--- config.mk ---
export PLATFORM = sky130hd
export DESIGN_NAME = bus_arbiter_flat
export DESIGN_NICKNAME = d
export VERILOG_FILES = /design/src/rtl/bus_arbiter_if.sv /design/src/rtl/bus_arbiter.sv /design/src/flat_wrapper.sv
export SDC_FILE = /design/constraint.sdc
export NUM_CORES = 1
export LEC_CHECK = 0
export ABC_AREA = 0
export CORE_MARGIN = 2
export CORE_UTILIZATION = 35
export CTS_CLUSTER_SIZE = 28
export DETAILED_ROUTE_END_ITERATION = 16
export GPL_ROUTABILITY_DRIVEN = 0
export PLACE_DENSITY = 0.61
export SYNTH_ARGS = -nofsm -noshare
export SYNTH_HDL_FRONTEND = slang
export SYNTH_SLANG_ARGS = --single-unit
--- constraint.sdc ---
create_clock -name clk -period 2.31 [get_ports clk]
set_clock_uncertainty 0.2 [all_clocks]
set_input_delay 0.3465 -clock clk [delete_from_list [all_inputs] [get_ports clk]]
set_output_delay 0.3465 -clock clk [all_outputs]
set_load 0.005 [all_outputs]
--- src/rtl/bus_arbiter_if.sv ---
// Bundle of request/grant/ack lines between two bus masters, the addressed slave and the arbiter.
// The arbiter connects through "master" (it drives the grant side); the agents use "slave".
interface bus_arbiter_if;
    logic       m0_req;
    logic       m1_req;
    logic       s_ack;
    logic       m0_gnt;
    logic       m1_gnt;
    logic       m0_done;
    logic       m1_done;
    logic [1:0] sel_master;
    logic       bus_busy;
    logic       timeout_err;
    logic       hold_flag;

    modport master (
        input  m0_req, m1_req, s_ack,
        output m0_gnt, m1_gnt, m0_done, m1_done, sel_master, bus_busy, timeout_err, hold_flag
    );

    modport slave (
        output m0_req, m1_req, s_ack,
        input  m0_gnt, m1_gnt, m0_done, m1_done, sel_master, bus_busy, timeout_err, hold_flag
    );
endinterface

--- src/rtl/bus_arbiter.sv ---
// Two-master bus arbiter (LSU = m0, fetch = m1) with zero-bubble handoff and ack timeout.
// Define ARB_RR_EN for round-robin between simultaneous requests; otherwise m0 has fixed priority.
module bus_arbiter #(
    parameter int unsigned TIMEOUT = 15
) (
    input  logic          clk,
    input  logic          rst,
    bus_arbiter_if.master bus
);

    typedef enum logic [1:0] {
        IDLE = 2'b00,
        OWN0 = 2'b01,
        OWN1 = 2'b10
    } state_t;

    localparam logic [7:0] LIMIT = 8'(TIMEOUT - 1);

    state_t     state;
    state_t     next_state;
    logic [7:0] wait_cnt;
    logic       m0_done_q;
    logic       m1_done_q;
    logic       timeout_q;
    logic       finish;
    logic       timed_out;
    logic       prefer_m1;

`ifdef ARB_RR_EN
    logic last_m1;
    assign prefer_m1 = ~last_m1;
`else
    assign prefer_m1 = 1'b0;
`endif

    function automatic state_t arbitrate(logic r0, logic r1, logic pick_m1);
        if (r0 && r1) return pick_m1 ? OWN1 : OWN0;
        if (r0)       return OWN0;
        if (r1)       return OWN1;
        return IDLE;
    endfunction

    // The finishing master's own request is masked so the other side gets the bus first.
    always_comb begin
        // NOTE: every always_comb output gets a default first so no path leaves it unassigned (no latch).
        next_state = state;
        timed_out  = 1'b0;
        finish     = 1'b0;
        unique case (state)
            IDLE: next_state = arbitrate(bus.m0_req, bus.m1_req, prefer_m1);
            OWN0: begin
                timed_out = !bus.s_ack && (wait_cnt == LIMIT);
                finish    = bus.s_ack || timed_out;
                if (finish) next_state = arbitrate(1'b0, bus.m1_req, prefer_m1);
            end
            OWN1: begin
                timed_out = !bus.s_ack && (wait_cnt == LIMIT);
                finish    = bus.s_ack || timed_out;
                if (finish) next_state = arbitrate(bus.m0_req, 1'b0, prefer_m1);
            end
            default: next_state = IDLE;
        endcase
    end

    always_ff @(posedge clk or posedge rst) begin
        if (rst) begin
            state     <= IDLE;
            wait_cnt  <= '0;
            m0_done_q <= 1'b0;
            m1_done_q <= 1'b0;
            timeout_q <= 1'b0;
`ifdef ARB_RR_EN
            last_m1   <= 1'b1;
`endif
        end else begin
            // NOTE: state registers use non-blocking assignments so every update sees pre-edge values.
            state     <= next_state;
            m0_done_q <= (state == OWN0) && finish;
            m1_done_q <= (state == OWN1) && finish;
            timeout_q <= timed_out;
            if (next_state == IDLE || next_state != state) wait_cnt <= '0;
            else                                           wait_cnt <= wait_cnt + 8'd1;
`ifdef ARB_RR_EN
            if (next_state == OWN0 && state != OWN0)      last_m1 <= 1'b0;
            else if (next_state == OWN1 && state != OWN1) last_m1 <= 1'b1;
`endif
        end
    end

    assign bus.m0_gnt      = (state == OWN0);
    assign bus.m1_gnt      = (state == OWN1);
    assign bus.sel_master  = {state == OWN1, state == OWN0};
    assign bus.bus_busy    = (state != IDLE);
    assign bus.m0_done     = m0_done_q;
    assign bus.m1_done     = m1_done_q;
    assign bus.timeout_err = timeout_q;
    assign bus.hold_flag   = (bus.m0_req && !m0_done_q) || (state == OWN0);

endmodule

--- src/flat_wrapper.sv ---
// flat-port wrapper written by rule: the top's interface ports become plain ports
module bus_arbiter_flat 
#(
    parameter int unsigned TIMEOUT = 15
)
  (clk, rst, bus_m0_req, bus_m1_req, bus_s_ack, bus_m0_gnt, bus_m1_gnt, bus_m0_done, bus_m1_done, bus_sel_master, bus_bus_busy, bus_timeout_err, bus_hold_flag);
  bus_arbiter_if bus_i ();
  input  logic clk;
  input  logic rst;
  input wire logic [$bits(bus_i.m0_req)-1:0] bus_m0_req;
  input wire logic [$bits(bus_i.m1_req)-1:0] bus_m1_req;
  input wire logic [$bits(bus_i.s_ack)-1:0] bus_s_ack;
  output wire logic [$bits(bus_i.m0_gnt)-1:0] bus_m0_gnt;
  output wire logic [$bits(bus_i.m1_gnt)-1:0] bus_m1_gnt;
  output wire logic [$bits(bus_i.m0_done)-1:0] bus_m0_done;
  output wire logic [$bits(bus_i.m1_done)-1:0] bus_m1_done;
  output wire logic [$bits(bus_i.sel_master)-1:0] bus_sel_master;
  output wire logic [$bits(bus_i.bus_busy)-1:0] bus_bus_busy;
  output wire logic [$bits(bus_i.timeout_err)-1:0] bus_timeout_err;
  output wire logic [$bits(bus_i.hold_flag)-1:0] bus_hold_flag;
  assign bus_i.m0_req = bus_m0_req;
  assign bus_i.m1_req = bus_m1_req;
  assign bus_i.s_ack = bus_s_ack;
  assign bus_m0_gnt = bus_i.m0_gnt;
  assign bus_m1_gnt = bus_i.m1_gnt;
  assign bus_m0_done = bus_i.m0_done;
  assign bus_m1_done = bus_i.m1_done;
  assign bus_sel_master = bus_i.sel_master;
  assign bus_bus_busy = bus_i.bus_busy;
  assign bus_timeout_err = bus_i.timeout_err;
  assign bus_hold_flag = bus_i.hold_flag;
  bus_arbiter #(.TIMEOUT(TIMEOUT)) u_core (.clk(clk), .rst(rst), .bus(bus_i));
endmodule
==> impl_metrics.py, run 1 <==
metrics = {
    "run_status": {
        "outcome": "finished clean",
    },
    "routing": {
        "wl_um": 1790,
        "drt_iter0_drc": 5,
        "vias_per_cell": 4.84,
        "drtAntennaViolNets": 0,
        "via_count": 663,
        "first_pass_iters": 4,
        "routedWlPerCell_um": 13.0,
        "drc": 0,
    },
    "setup_path": {
        "critPathArrivalTime_ns": 1.65,
        "r2r_cells": 7,
        "cp_data_required_time_ns": 1.76,
        "worstReg2RegStart": "u_core.state[0]",
        "critPathMaxFanout": 6,
        "start_kind": "register",
        "regToRegSetupSlack_ns": 0.23,
        "endpoint_kind": "primary output",
        "regToRegEndpoint": "u_core.wait_cnt[1]",
        "path_class": "reg -> out",
    },
    "power": {
        "p_per_area_nw_per_um2": 923,
        "power_uw": 999,
        "power.leakage_uw": 0.000477,
        "ir_worst_vdd_mv": 0.482,
    },
    "yosys": {
        "ys_seq_elements": 13,
        "synthArstFlopShare_pct": 100,
        "yosysSeqAreaShare_pct": 36.8,
        "synth-edff-count": 0,
        "synth_common_cells": "13 x dfrtp_1, 13 x nand2_1, 9 x nor3_2, 8 x nor2_1",
        "yosysUniqueCellTypes": 28,
        "synth_top_area_cell": "dfrtp_1",
        "synth_area_leaders": "dfrtp_1 37%, nor3_2 10%, ha_1 8.5%",
        "syn-cell-area_sq_um": 885,
        "synth_warnings": 0,
        "synthesis.nets": 101,
        "avgSynthCellArea_sq_um": 9.83,
        "synth_top_cell_area_share_pct": 36.8,
        "netlist_instances": 90,
        "ys.flop_type": "dfrtp_1",
    },
    "sta": {
        "post-route-period-util_pct": 95.1,
        "fin_setup_tns_ns": 0,
        "hold_viol": 0,
        "fin_crit_ns": 2.20,
        "final_max_slew_viol_count": 0,
        "slew_headroom_pct": 65.3,
        "final-setup-viol-count": 0,
        "worst_slew_pin_slew_ns": 0.520,
        "fin_hold_ws_ns": 0.204,
        "rsz0062_at_grt": "false",
        "fmax_mhz": 455,
        "worst_slack_ns": 0.113,
    },
    "cts": {
        "root_buffer": "clkbuf_4",
        "cts_tree": "built",
        "worstSkewPairLatency_ns": 0.27,
        "clk_pin_slew_ns": 0.08,
        "cts_setup_buffers": 0,
        "post_cts_resized": 1,
        "cts.sinks": 13,
        "clk_path_buf_depth": 2,
        "numCtsBuffers": 3,
        "cts_hold_buf": 0,
        "cts_max_level": 1,
    },
    "placement": {
        "pre_cts_ws_ns": 0.197,
        "detailed_place_hpwl_um": 1340,
        "port_buffers": 13,
        "placed_cells": 133,
    },
    "floorplan": {
        "start_util_pct": 36.4,
        "die_h_um": 54.3,
        "io_pins": 14,
        "die_w_um": 54.3,
        "core_area_sq_um": 2430,
        "rows": 18,
        "dieArea_sq_um": 2950,
    },
    "cells_and_area": {
        "drive_above_1_share_pct": 23.4,
        "areaGrowthSynthToFinish_pct": 22.3,
        "nFillCells": 250,
        "final_cells": 137,
        "final_nets": 119,
        "n_antenna_cell": 0,
    },
    "global_routing": {
        "antenna_found_initial": 0,
        "grt_util_all_layers_pct": 14.2,
        "grt-ovfl-total": 0,
        "first_global_vias": 691,
        "grt_pass1_wl_um": 3010,
        "grt_max_degree": 14,
    },
    "min_path": {
        "hp-class": "in -> async",
    },
    "flow_run": {
        "max_cap_violations": 0,
    },
}
-- state kept, by name (all words and copies together) (netlist names) --
| signal | cells |
|---|---|
| u_core.bus.m0_done | 1 |
| u_core.bus.m1_done | 1 |
| u_core.bus.timeout_err | 1 |
| u_core.state | 2 |
| u_core.wait_cnt | 8 |
-- per-layer routing --
| layer | track usage [%] | vias to the layer above | routed length, um |
|---|---|---|---|
| met5 | 0 | - | 0 |
| met4 | 3.75 | 0 | 0 |
| met3 | 3.28 | 0 | 78 |
| met2 | 25.7 | 14 | 887 |
| met1 | 16.8 | 310 | 820 |
| li1 | - | 339 | - |
-- how the worst max path moves through the flow --
| stage | endpoint | slack, ns | start |
|---|---|---|---|
| after floorplan | u_core.wait_cnt[0] | 0.25 | u_core.state[0] |
| after global placement | u_core.wait_cnt[6] | 0.19 | bus_m0_req |
| after detailed placement | u_core.wait_cnt[5] | 0.20 | bus_m0_req |
| after CTS | bus_hold_flag | 0.02 | u_core.state[1] |
| after global routing | bus_hold_flag | 0.03 | u_core.state[1] |
| final | bus_hold_flag | 0.11 | u_core.state[1] |
-- worst max-delay path: stages (launching register included) --
cell	delay [ns]
dfrtp_2	0.47
inv_2	0.10
ha_2	0.23
a21o_1	0.10
clkdlybuf4s50_1	0.49
-- cell type report --
type | instances | area, sq um | share of cell area (%)
multi-input combinational | 68 | 517 | 47.7
sequential | 13 | 327 | 30.2
timing repair buffer | 16 | 153 | 14.1
tap | 30 | 37.5 | 3.47
clock buffer | 4 | 26.3 | 2.43
inverter | 6 | 22.5 | 2.08
-- placed cells by master, fill, tap and decap left out, types with 2 or more instances in the layout --
cell type        instances
nand2_1                 13
clkdlybuf4s50_1         13
dfrtp_1                 12
nor3_2                   9
nor2_1                   8
inv_1                    5
xor2_1                   5
ha_1                     5
nand3_1                  4
nand3b_1                 3
clkbuf_4                 3
buf_4                    3
a21oi_1                  2
and3_1                   2
-- cell families after synthesis --
group           after synthesis  synth area share, %
fa+ha+maj                     6                 8.49
flops                        13                 36.8
simple gates                 46                 31.4
compound gates               10                 12.3
xor+xnor                      6                 5.94
buf+inv                       9                 5.09
-- report_power, final --
group          switching [uW]  internal, uW
clock network            73.2          66.8
logic                     300           263
registers                34.7           261
total                     408           591
-- per-stage QoR --
stage | utilization [%] | area, sq um
floorplan | - | 885
global placement | 43.3 | 1050
detailed placement | 43.3 | 1050
CTS | 44.4 | 1080
global route | 44.5 | 1080
finish | 44.5 | 1080
(Power assumes the default switching activity.)
==> inputs of run 2 (changes only) <==
--- a/config.mk
+++ b/config.mk
@@ -6,9 +6,10 @@
 export NUM_CORES = 1
 export LEC_CHECK = 0
 export ABC_AREA = 0
+export CAP_MARGIN = 20
 export CORE_MARGIN = 2
 export CORE_UTILIZATION = 35
-export CTS_CLUSTER_SIZE = 28
+export CTS_BUF_LIST = sky130_fd_sc_hd__clkbuf_16
 export DETAILED_ROUTE_END_ITERATION = 16
 export GPL_ROUTABILITY_DRIVEN = 0
 export PLACE_DENSITY = 0.61
==> impl_metrics.py, run 2 (same netlist as run 1, synthesis figures left out) <==
metrics = {
    "run_status": {
        "outcome": "finished clean",
    },
    "power": {
        "p_per_area_nw_per_um2": 1040,
        "power.leakage_uw": 0.000505,
        "power_uw": 1180,
        "ir_worst_vdd_mv": 0.472,
    },
    "floorplan": {
        "rows": 18,
        "die_w_um": 54.3,
        "core_area_sq_um": 2430,
        "start_util_pct": 36.4,
        "dieArea_sq_um": 2950,
        "die_h_um": 54.3,
        "io_pins": 14,
    },
    "cts": {
        "worstSkewPairLatency_ns": 0.24,
        "cts_tree": "built",
        "numCtsBuffers": 3,
        "cts.sinks": 13,
        "cts_hold_buf": 0,
        "cts_max_level": 1,
        "cts_setup_buffers": 0,
        "clk_pin_slew_ns": 0.04,
        "clk_path_buf_depth": 2,
        "post_cts_resized": 0,
        "root_buffer": "clkbuf_16",
    },
    "routing": {
        "via_count": 677,
        "drc": 0,
        "drtAntennaViolNets": 0,
        "vias_per_cell": 4.94,
        "wl_um": 1810,
        "routedWlPerCell_um": 13.2,
        "drt_iter0_drc": 7,
        "first_pass_iters": 3,
    },
    "setup_path": {
        "critPathArrivalTime_ns": 1.64,
        "r2r_cells": 6,
        "critical_path_depth": 4,
        "critPathMaxFanout": 6,
        "slowest_delay_ns": 0.49,
        "path_delay_family": "buffers and inverters",
        "crit_chain": "inv_2, ha_2, a21o_1, clkdlybuf4s50_1",
        "critPathBufInv": 2,
        "regToRegEndpoint": "u_core.wait_cnt[5]",
        "endpoint_kind": "primary output",
        "start_kind": "register",
        "regToRegSetupSlack_ns": 0.22,
        "worstReg2RegStart": "u_core.state[1]",
        "path_class": "reg -> out",
        "slowest_stage": "clkdlybuf4s50_1",
        "cp_data_required_time_ns": 1.76,
    },
    "sta": {
        "hold_viol": 0,
        "fin_crit_ns": 2.19,
        "fmax_mhz": 457,
        "final-setup-viol-count": 0,
        "fin_setup_tns_ns": 0,
        "post-route-period-util_pct": 94.7,
        "rsz0062_at_grt": "false",
        "final_max_slew_viol_count": 0,
        "slew_headroom_pct": 64.5,
        "worst_slew_pin_slew_ns": 0.532,
    },
    "placement": {
        "detailed_place_hpwl_um": 1340,
        "port_buffers": 13,
        "placed_cell_area_sq_um": 1050,
        "placed_cells": 133,
    },
    "cells_and_area": {
        "top_register": "u_core.wait_cnt",
        "final_nets": 119,
        "final_cells": 137,
        "drive_above_1_share_pct": 22.4,
        "n_antenna_cell": 0,
        "final_cell_mix": "13 x nand2_1, 13 x clkdlybuf4s50_1, 13 x dfrtp_1",
        "largest_register_ff_count": 8,
        "areaGrowthSynthToFinish_pct": 28.1,
        "reg_top3": "u_core.wait_cnt: 8 flops, u_core.state: 2 flops",
        "design_area_sq_um": 1130,
    },
    "global_routing": {
        "grt_util_all_layers_pct": 14.7,
        "grt_max_degree": 14,
        "grt-ovfl-total": 0,
        "grt_pass1_wl_um": 3020,
        "first_global_vias": 698,
        "antenna_found_initial": 0,
    },
    "flow_run": {
        "max_cap_violations": 0,
    },
    "min_path": {
        "hp-class": "in -> async",
    },
}
[run 2: changes by cell type in the layout (fill, tap and decap cells not counted)]
cell	previous run	this run
dfrtp_1	12	13
clkbuf_16	0	3
dfrtp_2	1	0
inv_1	5	6
clkbuf_4	3	0
clkbuf_1	1	0
[run 2: per-stage QoR]
stage / worst slack (ns) / utilization [%] / hold WS, ns
after floorplan: 0.249 / - / 0.0235
after global placement: 0.186 / 43.3 / 0.400
after detailed placement: 0.197 / 43.3 / 0.405
after CTS: 0.0297 / 46.5 / 0.265
after global routing: 0.0498 / 46.6 / 0.287
final: 0.123 / 46.6 / 0.246
[run 2: layout make-up]
type                    count  area (sq um)
fillers                   243          1300
multi-input cells          68           517
well taps                  30          37.5
repair buffers             16           153
clock inverters             1          3.75
clock buffers               3          75.1
inverters                   6          22.5
flip-flops and latches     13           325
[run 2: routing by layer]
layer / vias up / track usage, % / wire, um
met4: 0 / 7.50 / 30
met5: - / 0 / 0
met1: 317 / 16.5 / 814
met3: 3 / 3.28 / 82
met2: 17 / 25.9 / 886
li1: 340 / - / -
[run 2: where the power goes]
| group | total [uW] | switching [uW] | internal [uW] |
|---|---|---|---|
| clock network | 323 | 94.8 | 228 |
| registers | 295 | 34.2 | 261 |
| logic | 564 | 301 | 263 |
| total | 1180 | 430 | 752 |
[run 2: worst max path at each step]
stage                               endpoint            start  slack, ns
after floorplan           u_core.wait_cnt[0]  u_core.state[0]       0.25
after global placement    u_core.wait_cnt[6]       bus_m0_req       0.19
after detailed placement  u_core.wait_cnt[5]       bus_m0_req       0.20
after CTS                      bus_hold_flag  u_core.state[1]       0.03
after global routing           bus_hold_flag  u_core.state[1]       0.05
final                          bus_hold_flag  u_core.state[1]       0.12
[run 2: worst reg2reg max path: stages (launching register included)]
cell	delay, ns
dfrtp_1	0.47
ha_1	0.21
nor4b_1	0.29
a221o_1	0.25
nand2_1	0.12
a21oi_4	0.36
nor3_2	0.08
==> inputs of run 3 (changes only) <==
==> constraint.sdc (replaced) <==
create_clock -name clk -period 2.2 [get_ports clk]
set_clock_uncertainty 0.2 [all_clocks]
set_input_delay 0.33 -clock clk [delete_from_list [all_inputs] [get_ports clk]]
set_output_delay 0.33 -clock clk [all_outputs]
set_load 0.005 [all_outputs]
==> impl_metrics.py, run 3 (same netlist as run 1, synthesis figures left out) <==
metrics = {
    "routing": {
        "vias_per_cell": 4.87,
        "via_count": 672,
        "wl_um": 1730,
        "drc": 0,
        "drt_iter0_drc": 6,
        "first_pass_iters": 4,
        "drtAntennaViolNets": 0,
        "routedWlPerCell_um": 12.5,
    },
    "cts": {
        "numCtsBuffers": 3,
        "cts_hold_buf": 0,
        "cts_max_level": 1,
        "cts.sinks": 13,
        "root_buffer": "clkbuf_16",
        "clk_path_buf_depth": 2,
        "cts_setup_buffers": 0,
        "cts_tree": "built",
        "clk_pin_slew_ns": 0.04,
        "post_cts_resized": 0,
        "worstSkewPairLatency_ns": 0.24,
    },
    "placement": {
        "port_buffers": 13,
        "pre_cts_ws_ns": 0.0880,
        "placed_cell_area_sq_um": 1060,
        "detailed_place_hpwl_um": 1330,
    },
    "floorplan": {
        "core_area_sq_um": 2430,
        "dieArea_sq_um": 2950,
        "io_pins": 14,
        "die_h_um": 54.3,
        "start_util_pct": 36.4,
        "rows": 18,
        "die_w_um": 54.3,
    },
    "power": {
        "p_seq_share_pct": 23.8,
        "p_switching_uw": 453,
        "p_clk_share_pct": 26.9,
        "ir_worst_vdd_mv": 0.689,
        "p_per_area_nw_per_um2": 1090,
        "power.leakage_uw": 0.000513,
        "p_sw_share_pct": 36.0,
        "p_int_uw": 805,
        "combPwrFrac_pct": 49.3,
    },
    "run_status": {
        "outcome": "finished clean",
    },
    "sta": {
        "fin_setup_tns_ns": 0,
        "final_max_slew_viol_count": 0,
        "hold_viol": 0,
        "fin_crit_ns": 2.10,
        "fmax_mhz": 477,
        "worst_slack_ns": 0.104,
        "worst_slew_pin_slew_ns": 0.480,
        "post-route-period-util_pct": 95.3,
        "slew_headroom_pct": 68.0,
        "final-setup-viol-count": 0,
        "rsz0062_at_grt": "false",
    },
    "cells_and_area": {
        "drive_above_1_share_pct": 22.2,
        "design_area_sq_um": 1150,
        "final_cell_mix": "13 x nand2_1, 13 x clkdlybuf4s50_1, 13 x dfrtp_1",
        "n_antenna_cell": 0,
        "reg_top3": "u_core.wait_cnt: 8 flops, u_core.state: 2 flops",
        "largest_register_ff_count": 8,
        "final_nets": 120,
        "areaGrowthSynthToFinish_pct": 30.1,
        "top_register": "u_core.wait_cnt",
    },
    "global_routing": {
        "grt-ovfl-total": 0,
        "grt_util_all_layers_pct": 14.0,
        "grt_max_degree": 14,
        "antenna_found_initial": 0,
        "first_global_vias": 680,
        "grt_pass1_wl_um": 2880,
    },
    "setup_path": {
        "cp_data_required_time_ns": 1.67,
        "endpoint_kind": "primary output",
        "path_class": "reg -> out",
        "critPathMaxFanout": 6,
        "critPathArrivalTime_ns": 1.57,
        "start_kind": "register",
    },
    "flow_run": {
        "max_cap_violations": 0,
    },
    "min_path": {
        "hp-class": "in -> async",
    },
}
## run 3: changes by cell type in the layout (fill, tap and decap cells not counted), sizes merged
cell  previous run  this run
buf              3         4
## run 3: layout make-up
| class | count | area, sq um |
|---|---|---|
| Clock buffer | 3 | 75.1 |
| Multi-Input combinational cell | 68 | 527 |
| Fill cell | 238 | 1280 |
| Inverter | 6 | 22.5 |
| Timing Repair Buffer | 17 | 160 |
| Tap cell | 30 | 37.5 |
| Sequential cell | 13 | 325 |
| Clock inverter | 1 | 3.75 |
## run 3: stage by stage
stage               utilization [%]  hold slack [ns]  instances  total power (uW)
CTS                            46.8            0.240        138              1260
detailed placement             43.6            0.400        134               915
floorplan                         -          0.00696         90               707
global placement               43.6            0.399        134               908
finish                         47.3            0.209        138              1260
global route                   47.3            0.281        138              1360
## run 3: worst max-delay path: stages (launching register included)
cell	delay (ns)
dfrtp_1	0.39
inv_1	0.17
ha_4	0.19
a21o_1	0.09
clkdlybuf4s50_1	0.49
## run 3: final timing paths
path,startpoint,end,slack (ns),depth (start not counted)
min in group clk,u_core.wait_cnt[0],u_core.wait_cnt[0],0.41,3
max in group asynchronous,rst,u_core.state[1],1.26,2
min,rst,u_core.bus.m1_done,0.21,2
max reg2reg,u_core.state[0],u_core.wait_cnt[3],0.17,7
max,u_core.state[1],bus_hold_flag,0.10,4
min reg2reg,u_core.wait_cnt[0],u_core.wait_cnt[0],0.41,3
## run 3: power groups by stage
stage / clock network, uW / logic [uW] / registers, uW
after floorplan: 0 / 392 / 315
after global placement: 0 / 604 / 304
after detailed placement: 0 / 611 / 304
after CTS: 347 / 616 / 301
after global routing: 358 / 696 / 305
final: 338 / 620 / 300
## run 3: layer usage
layer	part of all wire, %	GRT usage (%)
met5	0	0
met1	45	15.3
met2	48	25.5
met3	5.7	3.28
met4	1.7	6.25
